File: src/rtl/caf_peak_select_pkg.sv
`default_nettype none
// ============================================================================
// Module   : caf_peak_select_pkg
// Purpose  : FSM state encodings and result-word field offsets for CAF peak select.
// Revision : 1.0
// ============================================================================
package caf_peak_select_pkg;

    typedef enum logic [1:0] {
        ST_IDLE = 2'd0,
        ST_SCAN = 2'd1,
        ST_EMIT = 2'd2
    } state_t;

    localparam int c_result_bits = 32;
    localparam int c_detect_bit  = 31;
    localparam int c_mag_lsb     = 0;

    function automatic int index_lsb(input int mag_bits);
        return mag_bits;
    endfunction

    function automatic int freq_lsb(input int mag_bits, input int index_bits);
        return mag_bits + index_bits;
    endfunction

endpackage
`default_nettype wire

File: src/rtl/caf_peak_select_peak_compare.sv
`default_nettype none
// ============================================================================
// Module   : caf_peak_select_peak_compare
// Purpose  : Registered compare-and-hold of the running {magnitude, index, bin}.
// Revision : 1.0
// ============================================================================
module caf_peak_select_peak_compare #(
    parameter int MAG_BITS   = 16,
    parameter int INDEX_BITS = 8,
    parameter int FREQ_BITS  = 3
) (
    input  logic                  clk,
    input  logic                  rst,
    input  logic                  load,
    input  logic                  first,
    input  logic [MAG_BITS-1:0]   mag,
    input  logic [INDEX_BITS-1:0] index,
    input  logic [FREQ_BITS-1:0]  bin,
    output logic [MAG_BITS-1:0]   max_mag,
    output logic [INDEX_BITS-1:0] max_index,
    output logic [FREQ_BITS-1:0]  max_bin
);

    logic [MAG_BITS-1:0]   r_mag;
    logic [INDEX_BITS-1:0] r_index;
    logic [FREQ_BITS-1:0]  r_bin;

    // Strict greater-than keeps the lowest bin on ties.
    always_ff @(posedge clk) begin
        if (rst) begin
            r_mag   <= '0;
            r_index <= '0;
            r_bin   <= '0;
        end else if (load && (first || (mag > r_mag))) begin
            r_mag   <= mag;
            r_index <= index;
            r_bin   <= bin;
        end
    end

    assign max_mag   = r_mag;
    assign max_index = r_index;
    assign max_bin   = r_bin;

endmodule
`default_nettype wire

File: src/rtl/caf_peak_select.sv
`default_nettype none
// ============================================================================
// Module   : caf_peak_select
// Purpose  : Per-frame peak search over FOA bins with threshold detect.
// Revision : 1.0
// ============================================================================
module caf_peak_select
    import caf_peak_select_pkg::*;
#(
    parameter int FOA_LEN    = 8,
    parameter int MAG_BITS   = 16,
    parameter int INDEX_BITS = 8,
    parameter int FREQ_BITS  = 3
) (
    input  logic                           clk,
    input  logic                           rst,
    input  logic                           m_axis_tvalid,
    input  logic [INDEX_BITS+MAG_BITS-1:0] m_axis_tdata,
    input  logic                           m_axis_tlast,
    output logic                           s_axis_tready,
    input  logic [MAG_BITS-1:0]            threshold,
    output logic                           s_axis_tvalid,
    output logic [31:0]                    s_axis_tdata,
    input  logic                           m_axis_tready,
    output logic                           frame_err
);

    localparam int                   c_idx_lsb  = index_lsb(MAG_BITS);
    localparam int                   c_freq_lsb = freq_lsb(MAG_BITS, INDEX_BITS);
    localparam logic [FREQ_BITS-1:0] c_last_bin = FREQ_BITS'(FOA_LEN - 1);

    state_t                r_state;
    state_t                w_state_next;
    logic                  r_ready;
    logic [FREQ_BITS-1:0]  r_cnt;
    logic [MAG_BITS-1:0]   r_thresh;
    logic                  r_err;
    logic                  w_beat;
    logic                  w_first;
    logic                  w_last_bin;
    logic                  w_done;
    logic [MAG_BITS-1:0]   w_max_mag;
    logic [INDEX_BITS-1:0] w_max_index;
    logic [FREQ_BITS-1:0]  w_max_bin;
    logic [c_result_bits-1:0] w_result;

    assign w_beat     = m_axis_tvalid && r_ready;
    assign w_first    = (r_state == ST_IDLE);
    assign w_last_bin = (r_cnt == c_last_bin);
    assign w_done     = w_beat && (m_axis_tlast || w_last_bin);

    caf_peak_select_peak_compare #(
        .MAG_BITS   (MAG_BITS),
        .INDEX_BITS (INDEX_BITS),
        .FREQ_BITS  (FREQ_BITS)
    ) u_peak_compare (
        .clk       (clk),
        .rst       (rst),
        .load      (w_beat),
        .first     (w_first),
        .mag       (m_axis_tdata[MAG_BITS-1:0]),
        .index     (m_axis_tdata[MAG_BITS +: INDEX_BITS]),
        .bin       (r_cnt),
        .max_mag   (w_max_mag),
        .max_index (w_max_index),
        .max_bin   (w_max_bin)
    );

    always_comb begin
        w_state_next = r_state;
        case (r_state)
            ST_IDLE: if (w_beat)        w_state_next = w_done ? ST_EMIT : ST_SCAN;
            ST_SCAN: if (w_done)        w_state_next = ST_EMIT;
            ST_EMIT: if (m_axis_tready) w_state_next = ST_IDLE;
            default:                    w_state_next = ST_IDLE;
        endcase
    end

    // Ready is registered so it stays low through the reset edge and rises one cycle after.
    always_ff @(posedge clk) begin
        if (rst) begin
            r_state  <= ST_IDLE;
            r_ready  <= 1'b0;
            r_cnt    <= '0;
            r_thresh <= '0;
            r_err    <= 1'b0;
        end else begin
            r_state <= w_state_next;
            r_ready <= (w_state_next != ST_EMIT);
            r_err   <= w_done && (m_axis_tlast != w_last_bin);
            if (w_beat && w_first) begin
                r_thresh <= threshold;
            end
            if (w_done) begin
                r_cnt <= '0;
            end else if (w_beat) begin
                r_cnt <= r_cnt + FREQ_BITS'(1);
            end
        end
    end

    always_comb begin
        w_result = '0;
        if (r_state == ST_EMIT) begin
            w_result[c_detect_bit]                = (w_max_mag >= r_thresh);
            w_result[c_freq_lsb +: FREQ_BITS]     = w_max_bin;
            w_result[c_idx_lsb +: INDEX_BITS]     = w_max_index;
            w_result[c_mag_lsb +: MAG_BITS]       = w_max_mag;
        end
    end

    assign s_axis_tready = r_ready;
    assign s_axis_tvalid = (r_state == ST_EMIT);
    assign s_axis_tdata  = w_result;
    assign frame_err     = r_err;

endmodule
`default_nettype wire

File: config.mk
export PLATFORM = sky130hd
export DESIGN_NAME = caf_peak_select
export DESIGN_NICKNAME = d
export VERILOG_FILES = /design/src/rtl/caf_peak_select_pkg.sv /design/src/rtl/caf_peak_select_peak_compare.sv /design/src/rtl/caf_peak_select.sv
export SDC_FILE = /design/constraint.sdc
export NUM_CORES = 1
export LEC_CHECK = 0
export BUFFER_PORTS_ARGS = -buffer_cell sky130_fd_sc_hd__buf_2
export CORE_MARGIN = 2
export CORE_UTILIZATION = 45
export DETAILED_ROUTE_END_ITERATION = 6
export GPL_TIMING_DRIVEN = 0
export PLACE_DENSITY = 0.75
export SYNTH_ARGS = -nofsm -noshare
export SYNTH_HDL_FRONTEND = slang
export SYNTH_SLANG_ARGS = --single-unit
File: constraint.sdc
create_clock -name clk -period 2.14 [get_ports clk]
set_input_delay 0.428 -clock clk [delete_from_list [all_inputs] [get_ports clk]]
set_output_delay 0.428 -clock clk [all_outputs]
set_load 0.01 [all_outputs]
; Yosys cells after proc, flatten, opt, wreduce, memory -nomap -nowiden
; Cells that the tools add are included.
[classes]
eq_ne = 5
muxes = 7
n_shift = 0
add_sub_neg = 1
n_bitwise = 0
div = 0
mul = 0
order_cmp = 2
n_reduce_logical = 9
[op_table]
columns = cell, n
row1 = $mux 27, 1
row2 = $ge 16x16->1, 1
row3 = $gt 16x16->1, 1
row4 = $mux 2, 4
row5 = $pmux 2 s3, 1
row6 = $logic_and 1x1->1, 5
row7 = $add 3x1->3 const B, 1
row8 = $eq 3x3->1 const B, 1
row9 = $eq 2x1->1 const B, 1
row10 = $eq 2x2->1 const B, 1
row11 = $logic_not 2->1, 1
row12 = $logic_or 1x1->1, 2
row13 = $ne 2x2->1 const B, 1
row14 = $reduce_or 2->1, 1
row15 = $mux 1, 1
row16 = $ne 1x1->1, 1
[totals]
latchBits = 0
reg_bits = 50
output_inout_bits = 35
romBits = 0
elab_cells = 32
mem_bits_rw = 0
n_memories = 0

; Depth between registers and ports, before layout
; Gate-level depths: netlist of the first run.
[depth]
word_depth = 7
mapped_depth = 10
depth_no_buf = 7

; Modules after synthesis
; Synthesis of the first run repeated with hierarchy kept, for this count alone.
[unflattened]
cells_unflattened = 366
hier_area_um2 = 3113.0
[modules_own_cells]
columns = mod, instances, area_per_inst_um2, seq_area_each_um2, cells_each
row1 = caf_peak_select_peak_compare, 1, 1634.1, 540.5, 173
row2 = caf_peak_select, 1, 1478.9, 460.4, 193

; Worst setup path before layout of the first run
; No wires, ideal clock.
[synth_path]
kind = input to register
start = input m_axis_tdata[15]
end = register u_peak_compare.r_mag[4], in the netlist u_peak_compare.max_mag[4]
t_required_ns = 2.016
path_slack_ns = 0.047
arrival_ns = 1.969
setup_ns = 0.124
cell_stages = 9
path_cell_list = ha_1 -> nand4_2 -> nor4_4 -> a41o_1 -> buf_4 -> a311o_1 -> buf_6 -> buf_6 -> o211ai_2
[synth_between]
elab_chain_cells = 3
[synth_lines]
columns = item, line
row1 = start: declaration, caf_peak_select.sv:18  ; input logic [INDEX_BITS+MAG_BITS-1:0] m_axis_tdata,
row2 = $gt 16x16->1, caf_peak_select_peak_compare.sv:34  ; end else if (load && (first || (mag > r_mag))) begin
row3 = $logic_or 1x1->1, caf_peak_select_peak_compare.sv:34
row4 = $logic_and 1x1->1, caf_peak_select_peak_compare.sv:34
row5 = end signal: assignment, caf_peak_select_peak_compare.sv:35  ; r_mag <= mag;
row6 = end: declaration, caf_peak_select_peak_compare.sv:24  ; logic [MAG_BITS-1:0] r_mag;
; Every way passes these cells.
; A chain may end at the register's enable or synchronous reset.

; Worst setup path after layout of the first run
[layout_path]
start = register u_peak_compare.r_mag[12], in the netlist u_peak_compare.max_mag[12]
end = output s_axis_tdata[31]
[layout_between]
elab_chain_cells = 2
[layout_lines]
columns = item, line
row1 = $ge 16x16->1, caf_peak_select.sv:105  ; w_result[c_detect_bit] = (w_max_mag >= r_thresh);
row2 = $mux 1, caf_peak_select.sv:104  ; if (r_state == ST_EMIT) begin
row3 = end: declaration, caf_peak_select.sv:23  ; output logic [31:0] s_axis_tdata,
; Every way passes these cells.

==> flow_summary.json, run 1 <==
{
  "status": "finished, violations left",
  "failed_checks": "negative setup slack",
  "worst-path-max-fanout": 2,
  "setup_viol": 28,
  "max_cap_viol_count": 0,
  "synth_top_area_cell": "sky130_fd_sc_hd__dfxtp_1",
  "coreArea_um2": 7331,
  "worst-endpoint-arrival_ns": 1.94,
  "postSynthRegisterBits": 50,
  "global_routing_usage_on_met1_pct": 30.90,
  "postLayoutCellArea_um2": 4499,
  "cts_max_path_buffers": 2,
  "ys_top_cells_by_area": "sky130_fd_sc_hd__dfxtp_1 29%, sky130_fd_sc_hd__ha_1 13%, sky130_fd_sc_hd__o211ai_2 7.3%, sky130_fd_sc_hd__inv_1 6.8%, sky130_fd_sc_hd__nand3b_1 5.9%",
  "detail_route.wirelength_mm": 10.65,
  "fin_total_pwr_mw": 2.247,
  "power.net_switching_mw": 0.6741,
  "gr-usage-met3_pct": 3.900,
  "multi_input_gate_area_um2": 2200,
  "worst_r2r_startpoint": "u_peak_compare.max_mag[12]$_SDFFE_PP0P_",
  "grt.met2_usage_pct": 43.69,
  "first_pass_grt_wire_length_mm": 17.08,
  "synth_cell_type_count": 39,
  "internal-power_mw": 1.573,
  "synth_xor_xnor_area_share_pct": 0,
  "rsz0062_at_grt": "yes",
  "yosys.cell_count.top_type": "sky130_fd_sc_hd__inv_1",
  "synth_enable_flop_cells": 0,
  "min_path_cells": 3,
  "clock_tree_from_tritoncts": "yes",
  "total_routing_resource_utilization_after_global_routing_pct": 25.23,
  "hold_path_class": "in2reg",
  "timing_max_transition_violations_final": 0,
  "clock_share_of_power_pct": 30.7,
  "detailroute.via_count": 3617,
  "synthesis.area_um2": 3447,
  "power_switching_share_pct": 30.00,
  "routedWlPerCell_um": 16.75,
  "antenna_cells": 0,
  "grt_antenna_before_repair": 0,
  "layout.nets": 616,
  "violation_count_after_the_first_detailed_routing_iteration": 292,
  "ant_nets": 0,
  "drc_errors": 0,
  "rows": 31,
  "finalWeightedCongestion": 0.9225,
  "grt_overflow": 0,
  "first_global_vias": 3629,
  "sequential_cell_area_um2": 1027,
  "synthArstFlopShare_pct": 0,
  "cp_data_required_time_ns": 1.71,
  "class_of_the_most_critical_setup_path": "reg2out",
  "tritoncts.num_buffers": 5,
  "worstSetupEndpointType": "output port",
  "synth.area.mux_share_pct": 0.2904,
  "share_of_final_layout_standard_cells_stronger_than_drive_strength_1_pct": 32.77,
  "dominant_combinational_cell_family_by_area_after_synthesis": "simple AND/OR/NAND/NOR gates",
  "routed_via_density": 5.687,
  "seqPwrFrac_pct": 45.3,
  "flow.area_growth_from_synthesis_pct": 30.53,
  "yosysTopAreaCellShare_pct": 29.04,
  "cts_root_buf": "sky130_fd_sc_hd__clkbuf_8",
  "most_used_standard_cells_in_the_synthesized_netlist": "62 x sky130_fd_sc_hd__inv_1, 50 x sky130_fd_sc_hd__dfxtp_1, 41 x sky130_fd_sc_hd__nand2_1, 35 x sky130_fd_sc_hd__ha_1, 30 x sky130_fd_sc_hd__nand4_1",
  "starting_utilization_of_the_core_area_pct": 47.02,
  "worst_r2r_path_depth": 11,
  "min_delay_worst_endpoint": "r_thresh[12]$_SDFFE_PP0P_",
  "finalHoldViolCount": 0,
  "fillCellCount": 637,
  "worst_setup_hold_path_clk_slew_ns": 0.10,
  "timing.max_slew.rel_slack_pct": 64.32,
  "dominantRegCellSynth": "sky130_fd_sc_hd__dfxtp_1",
  "largest_net_degree_at_the_start_of_global_routing": 16,
  "adder_and_majority_gate_portion_of_the_synthesized_area_pct": 12.70,
  "tightest_slew_ns": 0.5352,
  "clk_latency_ns": 0.31,
  "seq_area_frac_synth_pct": 29.04,
  "firstDrtPassIters": 6,
  "postSynthCellCount": 434,
  "cts_htree_levels": 2,
  "timing.hold.worst.start": "threshold[12]",
  "tritoncts_num_sinks": 50,
  "critPathLaunchType": "flip-flop",
  "postLayoutSetupSlackWorst_ns": -0.2268,
  "clock_skew_ns": 0.007333,
  "post_synth.cell_area_avg_um2": 7.943,
  "synth_compound_gate_area_share_pct": 17.50,
  "port-buffer-count": 74,
  "r2r_end": "u_peak_compare.max_mag[13]$_SDFFE_PP0P_",
  "synth_simple_gate_area_share_pct": 28.82,
  "hpwlAfterDp_mm": 7.093,
  "achievable_frequency_mhz": 422.5,
  "power.density_cell_area_nw_per_um2": 499.5,
  "cellLeakagePower_nw": 1.984,
  "layout_worst_path_cycle_share_pct": 110.6,
  "ir_drop_mv": 0.2796,
  "rrSetupSlack_ns": -0.21,
  "ioPinCount": 80,
  "die_span_in_x_um": 91.52,
  "dieArea_um2": 8376,
  "warning_count_from_the_yosys_run": 0,
  "detailed_place.area_um2": 3953,
  "globalRoute.busiestLayer": "met2",
  "power.share.combinational_pct": 24.1,
  "final_period_minus_worst_setup_slack_ns": 2.367,
  "chipHeight_um": 91.52
}
-- routing by layer --
| metal | vias to the layer above | wire length, um |
|---|---|---|
| met3 | 24 | 847 |
| li1 | 1706 | - |
| met2 | 207 | 5246 |
| met1 | 1680 | 4275 |
| met5 | - | 0 |
| met4 | 0 | 280 |
-- state kept, by name, indices dropped and copies added (netlist names) --
name                      cells
frame_err                     1
r_cnt                         3
r_state                       2
r_thresh                     16
s_axis_tready                 1
u_peak_compare.max_bin        3
u_peak_compare.max_index      8
u_peak_compare.max_mag       16
-- final cells by class --
class                   count  area share, %
well taps                  99          2.753
clock buffers               6          1.613
repair buffers             94          13.26
flip-flops and latches     50          22.83
clock inverters             2         0.8343
multi-input cells         292          48.89
inverters                  62          5.228
plain buffers              31          4.588
-- cell families (layout without fill, tap and decap cells) --
logic type      count (synthesis)  in the layout
flops                          50             50
compound gates                 77             77
buf+inv                        95            195
mux                             1              1
simple gates                  175            175
other cells                     1              4
fa+ha+maj                      35             35
-- stage by stage --
| step | worst slack [ns] | hold WS [ns] | util [%] | setup TNS, ns | cells |
|---|---|---|---|---|---|
| floorplan | 0.04734 | 0.4363 | - | 0 | 437 |
| global placement | -0.3347 | 0.4452 | 53.92 | -7.736 | 610 |
| detailed placement | -0.3842 | 0.4474 | 53.92 | -9.109 | 610 |
| CTS | -0.2421 | 0.3400 | 60.78 | -3.495 | 636 |
| global route | -0.3239 | 0.3447 | 61.38 | -4.668 | 636 |
| finish | -0.2268 | 0.3358 | 61.38 | -3.778 | 636 |
-- power groups by stage --
| stage | logic, mW | registers, mW | clock network [mW] |
|---|---|---|---|
| 2_1_floorplan | 0.298 | 1.02 | 0 |
| 3_3_place_gp | 0.412 | 1.03 | 0 |
| 3_5_place_dp | 0.428 | 1.03 | 0 |
| 4_1_cts | 0.514 | 1.01 | 0.693 |
| 5_1_grt | 0.591 | 1.02 | 0.734 |
| 6_report | 0.541 | 1.02 | 0.690 |
-- worst max-delay path, cell delays in order (launching register included) --
cell and delay (ns):
sky130_fd_sc_hd__dfxtp_4 0.38, sky130_fd_sc_hd__ha_4 0.16, sky130_fd_sc_hd__or4_1 0.51, sky130_fd_sc_hd__a21oi_1 0.12
sky130_fd_sc_hd__o21ai_1 0.08, sky130_fd_sc_hd__a21oi_1 0.12, sky130_fd_sc_hd__o22ai_1 0.11, sky130_fd_sc_hd__buf_2 0.15
-- worst max path at each step --
stage / from / to / slack [ns] / cells past startpoint
2_1_floorplan: m_axis_tdata[15] / u_peak_compare.max_mag[4]$_SDFFE_PP0P_ / 0.05 / 9
3_3_place_gp: m_axis_tdata[11] / u_peak_compare.max_mag[1]$_SDFFE_PP0P_ / -0.33 / 9
3_5_place_dp: m_axis_tdata[11] / u_peak_compare.max_index[7]$_SDFFE_PP0P_ / -0.38 / 9
4_1_cts: r_thresh[12]$_SDFFE_PP0P_ / s_axis_tdata[31] / -0.24 / 8
5_1_grt: r_thresh[2]$_SDFFE_PP0P_ / s_axis_tdata[31] / -0.32 / 8
6_report: u_peak_compare.max_mag[12]$_SDFFE_PP0P_ / s_axis_tdata[31] / -0.23 / 7
-- cells in the final DEF, fill, tap and decap left out, types with 12 or more instances in the layout --
master | synthesis | layout
sky130_fd_sc_hd__a21oi_1 | 29 | 29
sky130_fd_sc_hd__buf_2 | 0 | 75
sky130_fd_sc_hd__buf_4 | 5 | 16
sky130_fd_sc_hd__clkbuf_1 | 24 | 17
sky130_fd_sc_hd__dfxtp_1 | 50 | 35
sky130_fd_sc_hd__dfxtp_2 | 0 | 12
sky130_fd_sc_hd__ha_1 | 35 | 26
sky130_fd_sc_hd__inv_1 | 62 | 56
sky130_fd_sc_hd__nand2_1 | 41 | 40
sky130_fd_sc_hd__nand3b_1 | 27 | 27
sky130_fd_sc_hd__nand4_1 | 30 | 30
sky130_fd_sc_hd__nor2_1 | 22 | 21
sky130_fd_sc_hd__nor3_1 | 18 | 17
sky130_fd_sc_hd__nor3b_1 | 12 | 12
sky130_fd_sc_hd__o211ai_2 | 20 | 20
-- repair_timing --
item | CTS | global route
gates cloned | 4 | 0
setup buffers | 15 | 3
hold buffers | 0 | 0
pin swaps | 7 | 7
gates resized for setup | 53 | 27
endpoints found under the setup margin | 50 | 39
No activity file was read; power rests on OpenSTA's default activity.
==> inputs of run 2 (changes only) <==
==> constraint.sdc (replaced) <==
create_clock -name clk -period 2.14 [get_ports clk]
set_input_delay 0.428 -clock clk [delete_from_list [all_inputs] [get_ports clk]]
set_output_delay 0.428 -clock clk [all_outputs]
set_load 0.1 [all_outputs]
==> flow_summary.json, run 2 (synthesized netlist as in run 1, its figures left out) <==
{
  "status": "finished, violations left",
  "failed_checks": "negative setup slack",
  "grt_antenna_before_repair": 0,
  "seqPwrFrac_pct": 44.9,
  "port-buffer-count": 74,
  "clock_tree_from_tritoncts": "yes",
  "hpwlAfterDp_mm": 7.054,
  "dieArea_um2": 8376,
  "setup_viol": 28,
  "worstSetupEndpointType": "output port",
  "detailed_place.area_um2": 3980,
  "class_of_the_most_critical_setup_path": "reg2out",
  "routedWlPerCell_um": 16.43,
  "tritoncts_num_sinks": 50,
  "power_switching_share_pct": 33.55,
  "critical_path.cell_chain": "ha_4 > or4_4 > a21oi_2 > o21ai_2 > a21oi_2 > o22ai_2 > buf_12",
  "timing.critical_path.slowest_cell_delay_ns": 0.52,
  "power.net_switching_mw": 0.7634,
  "firstDrtPassIters": 5,
  "finalWeightedCongestion": 0.9024,
  "antenna_cells": 0,
  "cpMostUsedCell": "sky130_fd_sc_hd__a21oi_2",
  "starting_utilization_of_the_core_area_pct": 47.02,
  "largest_net_degree_at_the_start_of_global_routing": 17,
  "chipHeight_um": 91.52,
  "power.density_cell_area_nw_per_um2": 477.4,
  "grt_overflow": 0,
  "worst-endpoint-arrival_ns": 2.00,
  "power.share.combinational_pct": 28.2,
  "fin_total_pwr_mw": 2.275,
  "setup_tns_ns": -2.836,
  "cellLeakagePower_nw": 2.034,
  "tritoncts.num_buffers": 5,
  "first_pass_grt_wire_length_mm": 16.64,
  "detail_route.wirelength_mm": 10.48,
  "timing.max_slew.rel_slack_pct": 49.99,
  "cp_data_required_time_ns": 1.71,
  "ir_drop_mv": 0.3233,
  "commonest_cells_after_routing_fill_and_taps_aside": "51 x sky130_fd_sc_hd__inv_1, 51 x sky130_fd_sc_hd__buf_2, 41 x sky130_fd_sc_hd__nand2_1",
  "layout_worst_path_cycle_share_pct": 113.5,
  "timing_max_transition_violations_final": 0,
  "postLayoutCellArea_um2": 4766,
  "finalHoldViolCount": 0,
  "routed_via_density": 5.666,
  "hold_path_class": "in2reg",
  "first_global_vias": 3522,
  "share_of_final_layout_standard_cells_stronger_than_drive_strength_1_pct": 38.78,
  "sequential_cell_area_um2": 1030,
  "clock_share_of_power_pct": 26.9,
  "tightest_slew_ns": 0.7444,
  "detailroute.via_count": 3615,
  "postLayoutSetupSlackWorst_ns": -0.2886,
  "die_span_in_x_um": 91.52,
  "coreArea_um2": 7331,
  "placement.setup.worst_slack_ns": -0.4170,
  "fillCellCount": 597,
  "layout.nets": 618,
  "total_routing_resource_utilization_after_global_routing_pct": 24.33,
  "ant_nets": 0,
  "rsz0062_at_grt": "yes",
  "drc_errors": 0,
  "internal-power_mw": 1.512,
  "worst-path-max-fanout": 3,
  "ioPinCount": 80,
  "final.hold.worst_slack_ns": 0.3340,
  "critPathLaunchType": "flip-flop",
  "cts_htree_levels": 2,
  "clk_latency_ns": 0.31,
  "worst_setup_hold_path_clk_slew_ns": 0.10,
  "cp_slowest_cell": "sky130_fd_sc_hd__or4_4",
  "clock_skew_ns": 0.007394,
  "max_cap_viol_count": 0,
  "multi_input_gate_area_um2": 2291,
  "violation_count_after_the_first_detailed_routing_iteration": 313,
  "rows": 31,
  "cts_root_buf": "sky130_fd_sc_hd__clkbuf_8",
  "cts_max_path_buffers": 2,
  "final_period_minus_worst_setup_slack_ns": 2.429,
  "achievable_frequency_mhz": 411.8,
  "flow.area_growth_from_synthesis_pct": 38.26
}
-- run 2: cell types whose count changed in the layout (fill, tap and decap cells not counted), sizes merged --
cell and delta:
buf +3, bufinv -1, clkbuf -1, inv +1
-- run 2: critical path, delay by kind of cell, from the launching register on --
family	cells	cell delay, ns
and+or+nand+nor	1	0.52
DFF	1	0.38
buffers and inverters	1	0.18
AOI/OAI and AO/OA	4	0.45
adders and majority gates	1	0.15
-- run 2: layout make-up --
type | count | area share, %
plain buffers | 32 | 4.594
clock buffers | 6 | 1.733
clock inverters | 2 | 0.3413
inverters | 62 | 5.146
multi-input cells | 292 | 48.07
flip-flops and latches | 50 | 21.61
well taps | 99 | 2.599
repair buffers | 95 | 15.91
-- run 2: worst paths after layout --
check | slack, ns | cells after the start | startpoint | endpoint
min | 0.33 | 3 | threshold[11] | r_thresh[11]$_SDFFE_PP0P_
max | -0.29 | 7 | u_peak_compare.max_mag[11]$_SDFFE_PP0P_ | s_axis_tdata[31]
min reg2reg | 0.46 | 2 | r_thresh[13]$_SDFFE_PP0P_ | r_thresh[13]$_SDFFE_PP0P_
max reg2reg | -0.12 | 10 | u_peak_compare.max_mag[10]$_SDFFE_PP0P_ | u_peak_compare.max_index[5]$_SDFFE_PP0P_
-- run 2: per-layer routing --
layer | vias to the layer above | track usage [%] | share of wire [%]
met3 | 35 | 4.232 | 7.5
met1 | 1678 | 30.65 | 41
met2 | 188 | 40.44 | 49
met4 | 0 | 10.86 | 3.0
met5 | - | 0 | 0
li1 | 1714 | - | -
-- run 2: stage by stage --
stage / instances / utilization (%)
2_1_floorplan: 437 / -
3_3_place_gp: 610 / 54.29
3_5_place_dp: 610 / 54.29
4_1_cts: 629 / 61.32
5_1_grt: 638 / 65.01
6_report: 638 / 65.01
-- run 2: power by group through the flow --
| stage | combinational (mW) | clock [mW] | sequential [mW] |
|---|---|---|---|
| 6_report | 0.641 | 0.613 | 1.02 |
| 5_1_grt | 0.701 | 0.669 | 1.03 |
| 4_1_cts | 0.566 | 0.628 | 1.02 |
| 3_5_place_dp | 0.502 | 0 | 1.04 |
| 3_3_place_gp | 0.485 | 0 | 1.03 |
| 2_1_floorplan | 0.361 | 0 | 1.03 |
-- run 2: what timing repair did --
item                                   4_1_cts  5_1_grt
setup endpoints to repair                   56       45
endpoints found under the hold margin        0        0
gates resized for setup                     92       59
cloned                                       2        0
hold buffers                                 0        0
pin swaps                                   11       13
buffers inserted                            10        9
==> inputs of run 3 (changes only) <==
Settings changed: SKIP_LAST_GASP from default to 1, SLEW_MARGIN from default to 20.
==> flow_summary.json, run 3 (synthesized netlist as in run 1, its figures left out) <==
{
  "timing.max_slew.rel_slack_pct": 49.87,
  "cpMostUsedCell": "sky130_fd_sc_hd__a21oi_2",
  "layout_worst_path_cycle_share_pct": 113.7,
  "achievable_frequency_mhz": 411.2,
  "detail_route.wirelength_mm": 10.50,
  "hpwlAfterDp_mm": 7.054,
  "chipHeight_um": 91.52,
  "starting_utilization_of_the_core_area_pct": 47.02,
  "ant_nets": 0,
  "worst-endpoint-arrival_ns": 2.00,
  "total_routing_resource_utilization_after_global_routing_pct": 24.33,
  "rsz0062_at_grt": "yes",
  "setup_viol": 28,
  "failed_checks": "negative setup slack",
  "tritoncts_num_sinks": 50,
  "postLayoutSetupSlackWorst_ns": -0.2922,
  "ioPinCount": 80,
  "worst_setup_hold_path_clk_slew_ns": 0.10,
  "max_cap_viol_count": 0,
  "status": "finished, violations left",
  "cp_slowest_cell": "sky130_fd_sc_hd__or4_4",
  "timing_max_transition_violations_final": 0,
  "first_pass_grt_wire_length_mm": 16.64,
  "detailed_place.area_um2": 3980,
  "final_period_minus_worst_setup_slack_ns": 2.432,
  "fin_total_pwr_mw": 2.279,
  "tritoncts.num_buffers": 5,
  "worst-path-max-fanout": 3,
  "drc_errors": 0,
  "layout.nets": 618,
  "cts_max_path_buffers": 2,
  "cp_data_required_time_ns": 1.71,
  "timing.hold.worst.start": "threshold[11]",
  "clk_latency_ns": 0.32,
  "cts_htree_levels": 2,
  "dieArea_um2": 8376,
  "first_global_vias": 3522,
  "share_of_final_layout_standard_cells_stronger_than_drive_strength_1_pct": 38.78,
  "class_of_the_most_critical_setup_path": "reg2out",
  "flow.area_growth_from_synthesis_pct": 38.11,
  "firstDrtPassIters": 5,
  "routed_via_density": 5.647,
  "sequential_cell_area_um2": 1030,
  "worst_r2r_startpoint": "u_peak_compare.max_mag[10]$_SDFFE_PP0P_",
  "worstSetupEndpointType": "output port",
  "power.density_cell_area_nw_per_um2": 478.8,
  "hold_path_class": "in2reg",
  "fillCellCount": 600,
  "clock_tree_from_tritoncts": "yes",
  "routed-wl-met3_um": 698,
  "rows": 31,
  "cellLeakagePower_nw": 2.032,
  "finalHoldViolCount": 0,
  "die_span_in_x_um": 91.52,
  "cts_root_buf": "sky130_fd_sc_hd__clkbuf_8",
  "postCtsHoldBufs": 0,
  "critical_path.cell_chain": "ha_4 > or4_4 > a21oi_2 > o21ai_2 > a21oi_2 > o22ai_2 > buf_12",
  "multi_input_gate_area_um2": 2291,
  "commonest_cells_after_routing_fill_and_taps_aside": "51 x sky130_fd_sc_hd__inv_1, 51 x sky130_fd_sc_hd__buf_2, 41 x sky130_fd_sc_hd__nand2_1",
  "port-buffer-count": 74,
  "dr_wl_met2_mm": 5.147,
  "route.top_layer_used": "met4",
  "grt_antenna_before_repair": 0,
  "routedWlPerCell_um": 16.46,
  "critPathLaunchType": "flip-flop",
  "start_point_of_the_critical_path": "u_peak_compare.max_mag[11]$_SDFFE_PP0P_",
  "antenna_cells": 0,
  "timing.critical_path.slowest_cell_delay_ns": 0.52,
  "final.hold.worst_slack_ns": 0.3310,
  "largest_net_degree_at_the_start_of_global_routing": 17,
  "grt_overflow": 0,
  "finalWeightedCongestion": 0.9024,
  "coreArea_um2": 7331,
  "clock_skew_ns": 0.009278,
  "tightest_slew_ns": 0.7461,
  "ir_drop_mv": 0.3228,
  "violation_count_after_the_first_detailed_routing_iteration": 335,
  "postLayoutCellArea_um2": 4761,
  "routedLengthMet1_mm": 4.369,
  "detailroute.via_count": 3603
}
run 3: area by class of cell:
cell class | count | share of cell area [%]
clock buffer | 6 | 1.735
clock inverter | 2 | 0.3417
inverter | 62 | 5.046
tap | 99 | 2.602
multi-input combinational | 292 | 48.12
timing repair buffer | 95 | 15.93
buffer | 32 | 4.599
sequential | 50 | 21.63
run 3: worst paths after layout:
kind | slack, ns | to | cells after the start
setup / recovery | -0.29 | s_axis_tdata[31] | 7
hold / removal | 0.33 | r_thresh[11]$_SDFFE_PP0P_ | 3
setup reg to reg | -0.12 | u_peak_compare.max_mag[11]$_SDFFE_PP0P_ | 10
hold reg to reg | 0.46 | r_thresh[13]$_SDFFE_PP0P_ | 2
run 3: metal layers:
metal | vias to the layer above | GRT usage (%)
met2 | 157 | 40.44
met3 | 27 | 4.232
met5 | - | 0
met1 | 1704 | 30.65
li1 | 1715 | -
met4 | 0 | 10.86
run 3: stage by stage:
step                utilization (%)  std cells  setup TNS, ns  setup WS (ns)
floorplan                         -        437         -6.082        -0.4405
global placement              54.29        610         -10.18        -0.3626
detailed placement            54.29        610         -11.31        -0.4170
CTS                           61.22        629         -4.214        -0.3642
global route                  64.94        638         -5.773        -0.4045
finish                        64.94        638         -2.920        -0.2922
run 3: timing repair:
action / 4_1_cts / 5_1_grt
resized for setup: 90 / 59
pin swaps: 11 / 13
setup buffers: 10 / 9
setup endpoints to repair: 56 / 45
gates cloned: 2 / 0
run 3: power breakdown:
group,switching [mW],internal [mW]
Sequential,0.0425,0.978
Combinational,0.374,0.266
Clock,0.352,0.267
run 3: worst max-delay path: cells and delay by family (launching register included):
kind                     cells  cell delay [ns]
AND/OR/NAND/NOR              1             0.52
AO/OA/AOI/OAI                4             0.45
flip-flops                   1             0.38
buffers and inverters        1             0.18
adder cells (fa/ha/maj)      1             0.16
